==> config.mk <==
export PLATFORM = sky130hd
export DESIGN_NAME = spi_slave_par
export DESIGN_NICKNAME = d
export VERILOG_FILES = /design/src/rtl/spi_slave_par.sv
export SDC_FILE = /design/constraint.sdc
export NUM_CORES = 1
export LEC_CHECK = 0
export ABC_AREA = 1
export BUFFER_PORTS_ARGS = -buffer_cell sky130_fd_sc_hd__buf_2
export CAP_MARGIN = 20
export CORE_MARGIN = 2
export CORE_UTILIZATION = 55
export DETAILED_ROUTE_END_ITERATION = 12
export GPL_TIMING_DRIVEN = 1
export PLACE_DENSITY = 0.74
export SLEW_MARGIN = 20
export SYNTH_ARGS = -nofsm -noshare
export SYNTH_HDL_FRONTEND = slang
export SYNTH_SLANG_ARGS = --single-unit
==> constraint.sdc <==
create_clock -name sysclk -period 2.82 [get_ports sysclk]
set_clock_uncertainty 0.2 [all_clocks]
set_input_delay 0 -clock sysclk [delete_from_list [all_inputs] [get_ports sysclk]]
set_output_delay 0 -clock sysclk [all_outputs]
set_load 0.005 [all_outputs]
==> src/rtl/spi_slave_par.sv <==
// SPI slave with oversampled pins, configurable mode and bit order, show-ahead receive FIFO
// and a transmit holding register that drains to zeros when not refreshed.
module spi_slave_par #(
  parameter int WIDTH      = 8,
  parameter int FIFO_DEPTH = 4,
  parameter int CPOL       = 0,
  parameter int CPHA       = 0,
  parameter int MSB_FIRST  = 1
) (
  input  logic                          sysclk,
  input  logic                          reset,
  input  logic                          iSPIClk,
  input  logic                          iSPIMOSI,
  input  logic                          iSPICS,
  output logic                          oSPIMISO,
  output logic [WIDTH-1:0]              oRx,
  output logic                          oRxValid,
  input  logic                          iRxRead,
  output logic [$clog2(FIFO_DEPTH):0]   oRxCount,
  output logic                          oOverflow,
  input  logic                          iOvfClear,
  output logic                          oFrameErr,
  input  logic [WIDTH-1:0]              iTx,
  input  logic                          iTxLoad
);

  localparam int   AW        = $clog2(FIFO_DEPTH);
  localparam int   CW        = $clog2(WIDTH);
  localparam logic SCLK_IDLE = (CPOL != 0);
  localparam bit   SAMP_RISE = ((CPOL ^ CPHA) % 2) == 0;
  localparam bit   MSBF      = (MSB_FIRST != 0);

  logic sclk_s1, sclk_s2, sclk_d;
  logic mosi_s1, mosi_s2, mosi_d;
  logic cs_s1, cs_s2, cs_d;
  logic [1:0] fill;
  logic armed;

  logic [CW-1:0]    bitcnt;
  logic [WIDTH-1:0] rx_sh, rx_next, push_word;
  logic             push_req;
  logic [WIDTH-1:0] tx_hold, tx_sh;

  logic [WIDTH-1:0] mem [FIFO_DEPTH];
  logic [AW-1:0]    wptr, rptr;
  logic [AW:0]      count;
  logic [WIDTH-1:0] rx_last;

  logic active, rise, fall, samp, shft, last, cs_fall, cs_rise;
  logic tx_load, tx_shift, full, pop, wr, ovf_set;

  // Pin synchronizers; armed only after CS has been seen high with the chain refilled,
  // so a frame already in progress at reset release is ignored.
  always_ff @(posedge sysclk or posedge reset) begin
    if (reset) begin
      sclk_s1 <= SCLK_IDLE;
      sclk_s2 <= SCLK_IDLE;
      sclk_d  <= SCLK_IDLE;
      mosi_s1 <= 1'b0;
      mosi_s2 <= 1'b0;
      mosi_d  <= 1'b0;
      cs_s1   <= 1'b1;
      cs_s2   <= 1'b1;
      cs_d    <= 1'b1;
      fill    <= 2'b00;
      armed   <= 1'b0;
    end else begin
      sclk_s1 <= iSPIClk;
      sclk_s2 <= sclk_s1;
      sclk_d  <= sclk_s2;
      mosi_s1 <= iSPIMOSI;
      mosi_s2 <= mosi_s1;
      mosi_d  <= mosi_s2;
      cs_s1   <= iSPICS;
      cs_s2   <= cs_s1;
      cs_d    <= cs_s2;
      fill    <= {fill[0], 1'b1};
      if (fill[1] && cs_s2) armed <= 1'b1;
    end
  end

  always_comb begin
    active   = armed & ~cs_s2;
    rise     = sclk_s2 & ~sclk_d;
    fall     = ~sclk_s2 & sclk_d;
    samp     = active & (SAMP_RISE ? rise : fall);
    shft     = active & (SAMP_RISE ? fall : rise);
    last     = (bitcnt == CW'(WIDTH-1));
    cs_fall  = armed & ~cs_s2 & cs_d;
    cs_rise  = armed & cs_s2 & ~cs_d;
    rx_next  = MSBF ? {rx_sh[WIDTH-2:0], mosi_d} : {mosi_d, rx_sh[WIDTH-1:1]};
    // CPHA=0 must present bit 0 before the first leading edge, so it loads at CS fall / wrap
    // and skips the trailing edge right after a wrap.
    tx_load  = (CPHA == 0) ? (cs_fall | (samp & last)) : (shft & (bitcnt == '0));
    tx_shift = shft & (bitcnt != '0);
    full     = (count == (AW+1)'(FIFO_DEPTH));
    pop      = iRxRead & (count != '0);
    wr       = push_req & (~full | pop);
    ovf_set  = push_req & full & ~pop;
  end

  // Bit counter and frame control
  always_ff @(posedge sysclk or posedge reset) begin
    if (reset) begin
      bitcnt    <= '0;
      push_req  <= 1'b0;
      oFrameErr <= 1'b0;
    end else begin
      push_req  <= samp & last;
      oFrameErr <= cs_rise & (bitcnt != '0);
      if (!active)  bitcnt <= '0;
      else if (samp) bitcnt <= last ? '0 : bitcnt + 1'b1;
    end
  end

  always_ff @(posedge sysclk) begin
    if (samp)        rx_sh     <= rx_next;
    if (samp & last) push_word <= rx_next;
    if (wr)          mem[wptr] <= push_word;
  end

  // Transmit path; the holding register is consumed by each load unless refreshed.
  always_ff @(posedge sysclk or posedge reset) begin
    if (reset) begin
      tx_hold <= '0;
      tx_sh   <= '0;
    end else begin
      if (tx_load)       tx_sh <= tx_hold;
      else if (tx_shift) tx_sh <= MSBF ? (tx_sh << 1) : (tx_sh >> 1);
      if (iTxLoad)       tx_hold <= iTx;
      else if (tx_load)  tx_hold <= '0;
    end
  end

  // Receive FIFO
  always_ff @(posedge sysclk or posedge reset) begin
    if (reset) begin
      wptr      <= '0;
      rptr      <= '0;
      count     <= '0;
      rx_last   <= '0;
      oOverflow <= 1'b0;
    end else begin
      if (wr) wptr <= wptr + 1'b1;
      if (pop) begin
        rptr    <= rptr + 1'b1;
        rx_last <= mem[rptr];
      end
      case ({wr, pop})
        2'b10:   count <= count + 1'b1;
        2'b01:   count <= count - 1'b1;
        default: count <= count;
      endcase
      if (ovf_set)        oOverflow <= 1'b1;
      else if (iOvfClear) oOverflow <= 1'b0;
    end
  end

  always_comb begin
    oSPIMISO = active & (MSBF ? tx_sh[WIDTH-1] : tx_sh[0]);
    oRx      = (count != '0) ? mem[rptr] : rx_last;
    oRxValid = (count != '0);
    oRxCount = count;
  end

endmodule

# Word-level counts from Yosys, hierarchy flattened

Memories as Yosys holds them, arrays and structs flattened.
Cells that the tools add are included.

Register bits: 64
RAM bits: 32
Output and inout port bits: 15
Logic and storage cells: 78
Memories: 1

Add/subtract/negate cells: 5
Equality and inequality tests: 5
Muxes and demuxes: 13
Bitwise operators: 24
Reductions and logical operators: 7

Memory list:

| memory | words | width | rd ports | clocked after Yosys merged registers in | write ports | line | RTL |
|---|---|---|---|---|---|---|---|
| mem    | 4     | 8     | 1        | 0                                       | 1           | 44   | `logic [WIDTH-1:0] mem [FIFO_DEPTH];` |

Operator list:

| cell                                                                | number |
|---|---|
| 8-bit two-way mux                                                   | 5 |
| 1-bit AND                                                           | 16 |
| 3-bit two-way mux                                                   | 3 |
| 2-bit nonzero test                                                  | 4 |
| 3-bit by 1-bit adder with 3-bit output (second input constant)      | 2 |
| 3-bit == test (second input constant)                               | 2 |
| 1-bit NOT                                                           | 6 |
| 3-bit one-hot mux with 2 select lines                               | 1 |
| 3-bit nonzero test                                                  | 2 |
| 2-bit by 1-bit adder with 2-bit output (second input constant)      | 2 |
| 1-bit two-way mux                                                   | 4 |
| 3-bit by 1-bit subtractor with 3-bit output (second input constant) | 1 |
| 2-bit by 1-bit == test with 1-bit output (second input constant)    | 1 |
| 2-bit == test (second input constant)                               | 1 |
| 2-bit by 1-bit != test with 1-bit output (second input constant)    | 1 |
| 1-bit bitwise OR                                                    | 2 |
| 1-bit logical AND                                                   | 1 |

# Depth between registers and ports, before layout

Gate-level depths: netlist (run 1).

Depth in word-level cells: 7
Depth in mapped cells: 10
Depth with buffers taken out: 10

# Worst setup path after synthesis (run 1)

Ideal clock, no wire load.

Path type: flip-flop to flip-flop
From: register count[0], in the netlist oRxCount[0]
To: register count[2], in the netlist oRxCount[2]
Library setup time: 131 ps
Arrival: 1748 ps
Data required time: 2489 ps
Path slack: 741 ps
Cell stages (with the launch flop): 10
Buffers on the path: 0
Period minus slack after synthesis: 2079 ps
Cells stage by stage: dfrtp_1 > nor2_2 > nand2_1 > nand2_1 > ha_1 > inv_1 > fa_1 > a21oi_1 > o21ai_0 > xor2_1

Cells in the longest elaborated chain, start to end: 6
Elaborated cells between the ends (all ways): 12
Those cells by class: add/sub (2); eq/ne (3); mux (1); bitwise (4); reduce/logical (2)

RTL lines:

| what                                                                        | line   | RTL |
|---|---|---|
| from (decl)                                                                 | 46     | `logic [AW:0] count;` |
| from (signal assigned)                                                      | 150    | `2'b10: count <= count + 1'b1;` |
| from (signal assigned)                                                      | 151    | `2'b01: count <= count - 1'b1;` |
| from (signal assigned)                                                      | 152    | `default: count <= count;` |
| 3-bit nonzero test or 3-bit == test (tied branches)                         | 97, 96 |  |
| 1-bit AND or 1-bit NOT (tied branches)                                      | 97, 98 |  |
| 1-bit bitwise OR                                                            | 98     | `wr = push_req & (~full \| pop);` |
| 1-bit AND                                                                   | 98     |  |
| 2-bit by 1-bit == test with 1-bit output or 2-bit == test (tied branches)   | 149    | `case ({wr, pop})` |
| 3-bit one-hot mux with 2 select lines or 2-bit nonzero test (tied branches) | n/a    |  |

Several ways; a longest one is shown, not always the timed one.
A chain may end at the register's enable or synchronous reset.

# Worst setup path in the final report (run 1)

Ends and elaborated chain as after synthesis.

==> impl_metrics.prom, run 1 <==
# TYPE chip_impl_metric gauge
chip_impl_info{name="run_status",value="finished clean"} 1
chip_impl_metric{name="die_area",unit="um2"} 7740
chip_impl_metric{name="worstRegToRegCells",unit=""} 9
chip_impl_info{name="synth.most_common_cell",value="nand2_1"} 1
chip_impl_metric{name="total_leakage_power",unit="uW"} 0.00206
chip_impl_metric{name="wire_per_inst",unit="um"} 12.3
chip_impl_metric{name="netlist.area_leader.share",unit="%"} 36.4
chip_impl_metric{name="viasPerCell",unit=""} 4.85
chip_impl_metric{name="timing.critical_path.slowest_cell_delay",unit="ns"} 0.43
chip_impl_metric{name="gpl.final_weighted_congestion",unit=""} 0.789
chip_impl_metric{name="rows",unit=""} 30
chip_impl_metric{name="swShare",unit="%"} 31.0
chip_impl_metric{name="worst_slew_margin_rel",unit="%"} 45.3
chip_impl_metric{name="numPortBuffers",unit=""} 30
chip_impl_metric{name="drc",unit=""} 0
chip_impl_info{name="post_synth_main_area_contributors",value="edfxtp_1 (36%), dfrtp_1 (30%), nand2_1 (10%)"} 1
chip_impl_metric{name="number_of_global_route_vias_before_repair",unit=""} 2452
chip_impl_metric{name="syn_to_final_growth",unit="%"} 18.9
chip_impl_metric{name="average_footprint_of_a_synthesized_cell",unit="um2"} 11.1
chip_impl_metric{name="yosys.cell_types.count",unit=""} 29
chip_impl_metric{name="global_route_wire_length_before_repair",unit="mm"} 10.6
chip_impl_info{name="setup.worst_path.start_class",value="register"} 1
chip_impl_metric{name="power_density",unit="nW/um2"} 740
chip_impl_info{name="worstPathCellList",value="nor2_2 > nand2_1 > nand2_1 > ha_1 > inv_1 > fa_1 > a21oi_1 > o21ai_0 > xor2_1"} 1
chip_impl_metric{name="dr.first_iter.drc_count",unit=""} 99
chip_impl_info{name="timing.rr.start",value="oRxCount[0]"} 1
chip_impl_metric{name="routed_wl",unit="mm"} 6.32
chip_impl_metric{name="switching_power",unit="uW"} 1060
chip_impl_metric{name="worst_skew_pair.late_latency",unit="ns"} 0.36
chip_impl_metric{name="timing_hold_violations_final",unit=""} 0
chip_impl_metric{name="synth.yosys.seq_area_share",unit="%"} 68.1
chip_impl_metric{name="dieHeight",unit="um"} 88.0
chip_impl_info{name="r2r-end",value="oRxCount[2]"} 1
chip_impl_metric{name="min_delay_path_depth",unit=""} 2
chip_impl_metric{name="netlist_area",unit="um2"} 3880
chip_impl_info{name="slowest_stage",value="dfrtp_1"} 1
chip_impl_metric{name="crit_path_max_fanout",unit=""} 8
chip_impl_metric{name="gr-usage-all-layers",unit="%"} 18.0
chip_impl_metric{name="cts_buffers",unit=""} 9
chip_impl_metric{name="cts.repair_timing.setup_buffer_count",unit=""} 0
chip_impl_metric{name="ys.warnings.count",unit=""} 0
chip_impl_info{name="hold_path.class",value="input pin to register"} 1
chip_impl_metric{name="n_antenna_cell",unit=""} 0
chip_impl_metric{name="top_level_ports",unit=""} 31
chip_impl_metric{name="setup_viol",unit=""} 0
chip_impl_metric{name="clockPowerShare",unit="%"} 25.5
chip_impl_metric{name="p_int",unit="uW"} 2360
chip_impl_metric{name="cp.arrival",unit="ns"} 2.39
chip_impl_metric{name="detailed_place.area",unit="um2"} 4110
chip_impl_metric{name="netlist_instances",unit=""} 349
chip_impl_info{name="cts_tree",value="yes"} 1
chip_impl_metric{name="detailed_place_hpwl",unit="mm"} 3.90
chip_impl_info{name="dominantRegCellSynth",value="edfxtp_1"} 1
chip_impl_info{name="end_kind",value="register"} 1
chip_impl_info{name="cts_root_buffer",value="clkbuf_8"} 1
chip_impl_metric{name="layout_min_cycle_time",unit="ns"} 2.35
chip_impl_info{name="unrepaired_setup_endpoints_after_global_routing",value="false"} 1
chip_impl_metric{name="synth_async_sr_flop_share",unit="%"} 51.0
chip_impl_info{name="min-delay-start",value="iSPIMOSI"} 1
chip_impl_metric{name="synth_nets",unit=""} 374
chip_impl_metric{name="achievable_clock_frequency",unit="GHz"} 0.426
chip_impl_metric{name="maximum_number_of_pins_on_one_net_before_global_route_repair",unit=""} 50
chip_impl_metric{name="seqCellArea",unit="um2"} 2640
chip_impl_metric{name="multi_input_comb_area",unit="um2"} 1040
chip_impl_metric{name="clk_path_buf_depth",unit=""} 2
chip_impl_metric{name="clock-sinks",unit=""} 96
chip_impl_info{name="synth.largest_area_cell",value="edfxtp_1"} 1
chip_impl_metric{name="max_cap_viol_count",unit=""} 0
chip_impl_metric{name="layout.cell_area.non_filler",unit="um2"} 4610
chip_impl_metric{name="initial_utilization",unit="%"} 57.1
chip_impl_metric{name="fin_nets",unit=""} 439
chip_impl_metric{name="accumulated_negative_setup_slack",unit="ns"} 0
chip_impl_metric{name="route.vias.total",unit=""} 2500
chip_impl_metric{name="die_w",unit="um"} 88.0
chip_impl_info{name="worst_setup_path_class",value="register to register"} 1
chip_impl_metric{name="finalCritPeriodShare",unit="%"} 83.2
chip_impl_metric{name="r2r_setup_slack",unit="ns"} 0.47
chip_impl_metric{name="fill_cells",unit=""} 510
chip_impl_metric{name="worstPathBufferInverterCount",unit=""} 1
chip_impl_metric{name="detailedRoute.firstPassIterationCount",unit=""} 4
chip_impl_metric{name="coreArea",unit="um2"} 6790
chip_impl_info{name="synth_top_cells_by_count",value="nand2_1 (106), edfxtp_1 (47), dfrtp_1 (46)"} 1
chip_impl_metric{name="worstMarginPinSlew",unit="ns"} 0.819
chip_impl_info{name="worstHoldEndpoint",value="mosi_s1"} 1
chip_impl_info{name="crit_path_frequent_cell",value="nand2_1"} 1
chip_impl_metric{name="synth-edff-count",unit=""} 47
chip_impl_metric{name="post_route_cells_drive_above_1_share",unit="%"} 14.8
chip_impl_metric{name="p_seq_share",unit="%"} 51.2
chip_impl_metric{name="worst_setup_hold_path_clk_slew",unit="ns"} 0.10
chip_impl_metric{name="timing.final.max_slew_violations",unit=""} 0
chip_impl_metric{name="peakVddDrop",unit="mV"} 0.398
chip_impl_info{name="crit_family",value="adder cells"} 1
chip_impl_metric{name="combPwrFrac",unit="%"} 23.3
chip_impl_metric{name="yosys_register_bits",unit=""} 96
chip_impl_metric{name="cp_data_required_time",unit="ns"} 2.86
chip_impl_metric{name="antenna_found_initial",unit=""} 0
chip_impl_metric{name="cts_htree_levels",unit=""} 3
chip_impl_metric{name="drtAntennaViolNets",unit=""} 0
chip_impl_metric{name="grt_remaining_overflow",unit=""} 0
registers in the layout, indices dropped and copies added (netlist names), 2 cells and up:
register   flops
bitcnt         3
fill           2
mem           32
oRxCount       3
push_word      8
rptr           2
rx_last        8
rx_sh          7
tx_hold        8
tx_sh          8
wptr           2
per-layer routing:
| metal | up-vias | GRT usage [%] | wire (um) |
|---|---|---|---|
| li1 | 1264 | - | - |
| met1 | 1174 | 20.3 | 2620 |
| met2 | 52 | 32.3 | 3350 |
| met3 | 10 | 5.66 | 245 |
| met4 | 0 | 5.87 | 102 |
| met5 | - | 0 | 0 |
layout make-up:
type                            instances  share of cell area (%)
Sequential cell                        96                    57.3
Multi-Input combinational cell        207                    22.6
Timing Repair Buffer                   61                    9.98
Inverter                               39                    3.31
Clock buffer                            9                    2.69
Tap cell                               96                    2.60
Clock inverter                          7                    1.57
power groups by stage:
stage	logic, uW	registers, uW	clock network [uW]
floorplan	603	1700	0
global placement	731	1770	0
detailed placement	758	1770	0
CTS	796	1750	884
global route	914	1770	943
finish	796	1750	870
kinds of logic (layout without fill, tap and decap cells):
group                    Yosys count  in the layout  synth area share, %
XOR/XNOR                           4              4                0.903
other                              1              1               0.0967
AO/OA/AOI/OAI                     26             26                 3.35
AND/OR/NAND/NOR                  167            167                 19.4
buffers and inverters             46            116                 5.06
adder cells (fa/ha/maj)            9              9                 3.10
flip-flops                        96             96                 68.1
cells in the final DEF, fill, tap and decap left out, drive strengths merged, types with 2 or more instances in the layout:
cell type    Yosys  final
a21oi            2      2
clkbuf           0      9
buf              7     30
clkinv           0      5
nor2            14     14
nand2          109    109
ha               8      8
dlygate4sd3      0     31
clkinvlp         0      2
edfxtp          47     47
dfstp            3      3
dfrtp           46     46
xor2             3      3
nand3           41     41
o21ai           24     24
inv             39     38
through the flow:
| stage | utilization (%) | instances | hold slack, ns | total power [uW] | setup WS (ns) |
|---|---|---|---|---|---|
| 2_1_floorplan | - | 349 | -0.196 | 2300 | 0.741 |
| 3_3_place_gp | 60.4 | 468 | -0.0924 | 2500 | 0.641 |
| 3_5_place_dp | 60.4 | 468 | -0.0933 | 2530 | 0.543 |
| 4_1_cts | 67.9 | 515 | 0.0718 | 3430 | 0.510 |
| 5_1_grt | 67.9 | 515 | 0.0666 | 3630 | 0.316 |
| 6_report | 67.9 | 515 | 0.0785 | 3420 | 0.472 |
worst max path at each step:
| stage | start | end | depth (start not counted) |
|---|---|---|---|
| after CTS | oRxCount[0] | oRxCount[2] | 9 |
| after detailed placement | oRxCount[0] | oRxCount[2] | 9 |
| final | oRxCount[0] | oRxCount[2] | 9 |
| after global placement | oRxCount[0] | oRxCount[2] | 10 |
| after global routing | oRxCount[0] | oRxCount[2] | 10 |
| after floorplan | oRxCount[0] | oRxCount[2] | 9 |
timing repair:
item                                   in CTS  in global routing
endpoints found under the hold margin      66                  0
hold buffers                               31                  0
gates resized for setup                     0                  0
worst register-to-register path, stage by stage (launching register included):
cell and delay (ns):
dfrtp_1 0.43, nor2_2 0.18, nand2_1 0.08, nand2_1 0.22, ha_1 0.20, inv_1 0.07, fa_1 0.40, a21oi_1 0.17
o21ai_0 0.13, xor2_1 0.16
(Power assumes the default switching activity.)
==> run 2, diff against run 1 <==
==> constraint.sdc (replaced) <==
create_clock -name sysclk -period 2.3 [get_ports sysclk]
set_clock_uncertainty 0.2 [all_clocks]
set_input_delay 0 -clock sysclk [delete_from_list [all_inputs] [get_ports sysclk]]
set_output_delay 0 -clock sysclk [all_outputs]
set_load 0.005 [all_outputs]
==> impl_metrics.prom, run 2 (same netlist as run 1, synthesis figures left out) <==
# TYPE chip_impl_metric gauge
chip_impl_metric{name="multi_input_comb_area",unit="um2"} 1050
chip_impl_metric{name="route.vias.total",unit=""} 2529
chip_impl_metric{name="routed_wl",unit="mm"} 6.52
chip_impl_metric{name="antenna_found_initial",unit=""} 0
chip_impl_metric{name="finalCritPeriodShare",unit="%"} 96.6
chip_impl_info{name="worstHoldEndpoint",value="mosi_s1"} 1
chip_impl_metric{name="cp_data_required_time",unit="ns"} 2.39
chip_impl_metric{name="use_met3",unit="%"} 6.22
chip_impl_metric{name="cts_htree_levels",unit=""} 3
chip_impl_metric{name="rows",unit=""} 30
chip_impl_metric{name="clk_path_buf_depth",unit=""} 2
chip_impl_metric{name="clockPowerShare",unit="%"} 23.4
chip_impl_metric{name="timing.final.max_slew_violations",unit=""} 0
chip_impl_metric{name="peakVddDrop",unit="mV"} 0.536
chip_impl_metric{name="detailed_place_hpwl",unit="mm"} 4.01
chip_impl_metric{name="gpl.final_weighted_congestion",unit=""} 0.812
chip_impl_metric{name="wire_per_inst",unit="um"} 12.3
chip_impl_metric{name="design_power_total",unit="uW"} 4060
chip_impl_metric{name="worst_slew_margin_rel",unit="%"} 60.3
chip_impl_metric{name="worst_skew_pair.late_latency",unit="ns"} 0.35
chip_impl_info{name="run_status",value="finished clean"} 1
chip_impl_metric{name="setup_viol",unit=""} 0
chip_impl_metric{name="power_density",unit="nW/um2"} 862
chip_impl_metric{name="swShare",unit="%"} 31.3
chip_impl_info{name="end_kind",value="register"} 1
chip_impl_info{name="hold_path.class",value="input pin to register"} 1
chip_impl_metric{name="r2r_setup_slack",unit="ns"} 0.08
chip_impl_info{name="grt.busiest_layer",value="met2"} 1
chip_impl_metric{name="dr.first_iter.drc_count",unit=""} 182
chip_impl_metric{name="clock-sinks",unit=""} 96
chip_impl_metric{name="top_level_ports",unit=""} 31
chip_impl_metric{name="met2_usage",unit="%"} 32.7
chip_impl_metric{name="min_delay_path_depth",unit=""} 2
chip_impl_info{name="cts_tree",value="yes"} 1
chip_impl_metric{name="grt_remaining_overflow",unit=""} 0
chip_impl_metric{name="coreArea",unit="um2"} 6790
chip_impl_metric{name="viasPerCell",unit=""} 4.77
chip_impl_metric{name="number_of_global_route_vias_before_repair",unit=""} 2381
chip_impl_metric{name="total_leakage_power",unit="uW"} 0.00211
chip_impl_metric{name="gr-usage-met1",unit="%"} 20.7
chip_impl_metric{name="cts_buffers",unit=""} 9
chip_impl_info{name="cts_root_buffer",value="clkbuf_8"} 1
chip_impl_metric{name="switching_power",unit="uW"} 1270
chip_impl_info{name="timing.rr.start",value="bitcnt[0]"} 1
chip_impl_info{name="largest_register",value="mem"} 1
chip_impl_metric{name="layout_min_cycle_time",unit="ns"} 2.22
chip_impl_metric{name="syn_to_final_growth",unit="%"} 21.3
chip_impl_metric{name="global_route_wire_length_before_repair",unit="mm"} 10.7
chip_impl_metric{name="initial_utilization",unit="%"} 57.1
chip_impl_metric{name="post_route_cells_drive_above_1_share",unit="%"} 17.7
chip_impl_metric{name="numPortBuffers",unit=""} 30
chip_impl_metric{name="combPwrFrac",unit="%"} 24.0
chip_impl_metric{name="seqCellArea",unit="um2"} 2640
chip_impl_metric{name="timing_hold_violations_final",unit=""} 0
chip_impl_info{name="crit_path_start",value="bitcnt[0]"} 1
chip_impl_metric{name="worst_setup_hold_path_clk_slew",unit="ns"} 0.09
chip_impl_metric{name="max_cap_viol_count",unit=""} 0
chip_impl_metric{name="crit_path_max_fanout",unit=""} 8
chip_impl_info{name="setup.worst_path.start_class",value="register"} 1
chip_impl_metric{name="dieHeight",unit="um"} 88.0
chip_impl_metric{name="maximum_number_of_pins_on_one_net_before_global_route_repair",unit=""} 50
chip_impl_info{name="final_cell_mix",value="nand2_1 (105), edfxtp_1 (47), dfrtp_1 (46)"} 1
chip_impl_metric{name="fill_cells",unit=""} 476
chip_impl_metric{name="detailedRoute.firstPassIterationCount",unit=""} 4
chip_impl_metric{name="die_w",unit="um"} 88.0
chip_impl_metric{name="worstMarginPinSlew",unit="ns"} 0.595
chip_impl_metric{name="achievable_clock_frequency",unit="GHz"} 0.450
chip_impl_metric{name="whs",unit="ns"} 0.0878
chip_impl_metric{name="n_antenna_cell",unit=""} 0
chip_impl_metric{name="p_int",unit="uW"} 2790
chip_impl_info{name="mostFrequentLayoutCell",value="nand2_1"} 1
chip_impl_info{name="min-delay-start",value="iSPIMOSI"} 1
chip_impl_metric{name="cp.arrival",unit="ns"} 2.31
chip_impl_metric{name="drtAntennaViolNets",unit=""} 0
chip_impl_metric{name="die_area",unit="um2"} 7740
chip_impl_metric{name="worstRegToRegCells",unit=""} 8
chip_impl_metric{name="fin_nets",unit=""} 454
chip_impl_metric{name="largest_register_ff_count",unit=""} 32
chip_impl_metric{name="drc",unit=""} 0
chip_impl_metric{name="p_seq_share",unit="%"} 52.7
chip_impl_info{name="r2r-end",value="tx_hold[7]"} 1
chip_impl_metric{name="gr-usage-all-layers",unit="%"} 18.3
chip_impl_info{name="worst_setup_path_class",value="register to register"} 1
run 2: worst max-delay path by stage:
stage / end / depth (start not counted)
2_1_floorplan: oRxCount[2] / 9
3_3_place_gp: oRxCount[2] / 9
3_5_place_dp: oRxCount[2] / 9
4_1_cts: tx_hold[5] / 8
5_1_grt: tx_hold[0] / 8
6_report: tx_hold[7] / 8
run 2: layer usage:
layer / wire [um] / share of wire [%]
met4: 78 / 1.2
met2: 3510 / 54
met3: 206 / 3.2
met1: 2730 / 42
met5: 0 / 0
run 2: layout make-up:
class / instances / area share, %
flip-flops and latches: 96 / 56.1
multi-input cells: 207 / 22.3
well taps: 96 / 2.55
repair buffers: 76 / 12.2
clock inverters: 7 / 1.01
inverters: 39 / 3.22
clock buffers: 9 / 2.63
run 2: repair_timing:
item | 4_1_cts | 5_1_grt
gates resized for setup | 0 | 2
setup buffers | 0 | 8
endpoints found under the hold margin | 72 | 1
setup endpoints to repair | 0 | 8
hold buffers | 31 | 1
run 2: power groups by stage:
stage	sequential [uW]	combinational [uW]	clock, uW
floorplan	2080	739	0
global placement	2160	899	0
CTS	2130	974	987
finish	2140	973	947
global route	2160	1130	1050
detailed placement	2170	920	0
run 2: through the flow:
stage / instance area [um2] / cells / utilization, % / TNS, ns / worst slack [ns]
after floorplan: 3880 / 349 / - / 0 / 0.221
after global placement: 4160 / 475 / 61.2 / 0 / 0.332
after detailed placement: 4160 / 475 / 61.2 / 0 / 0.276
after CTS: 4640 / 522 / 68.3 / 0 / 0.0810
after global routing: 4700 / 530 / 69.2 / -0.0108 / -0.00940
final: 4700 / 530 / 69.2 / 0 / 0.0776
run 2: critical path, cell delays in order, from the launching register on:
cell           delay (ns)
dfrtp_1              0.39
ha_1                 0.20
ha_2                 0.19
nand3_4              0.16
nand2_8              0.09
nor2_4               0.22
nand2_1              0.08
nand2_1              0.07
dlygate4sd3_1        0.56
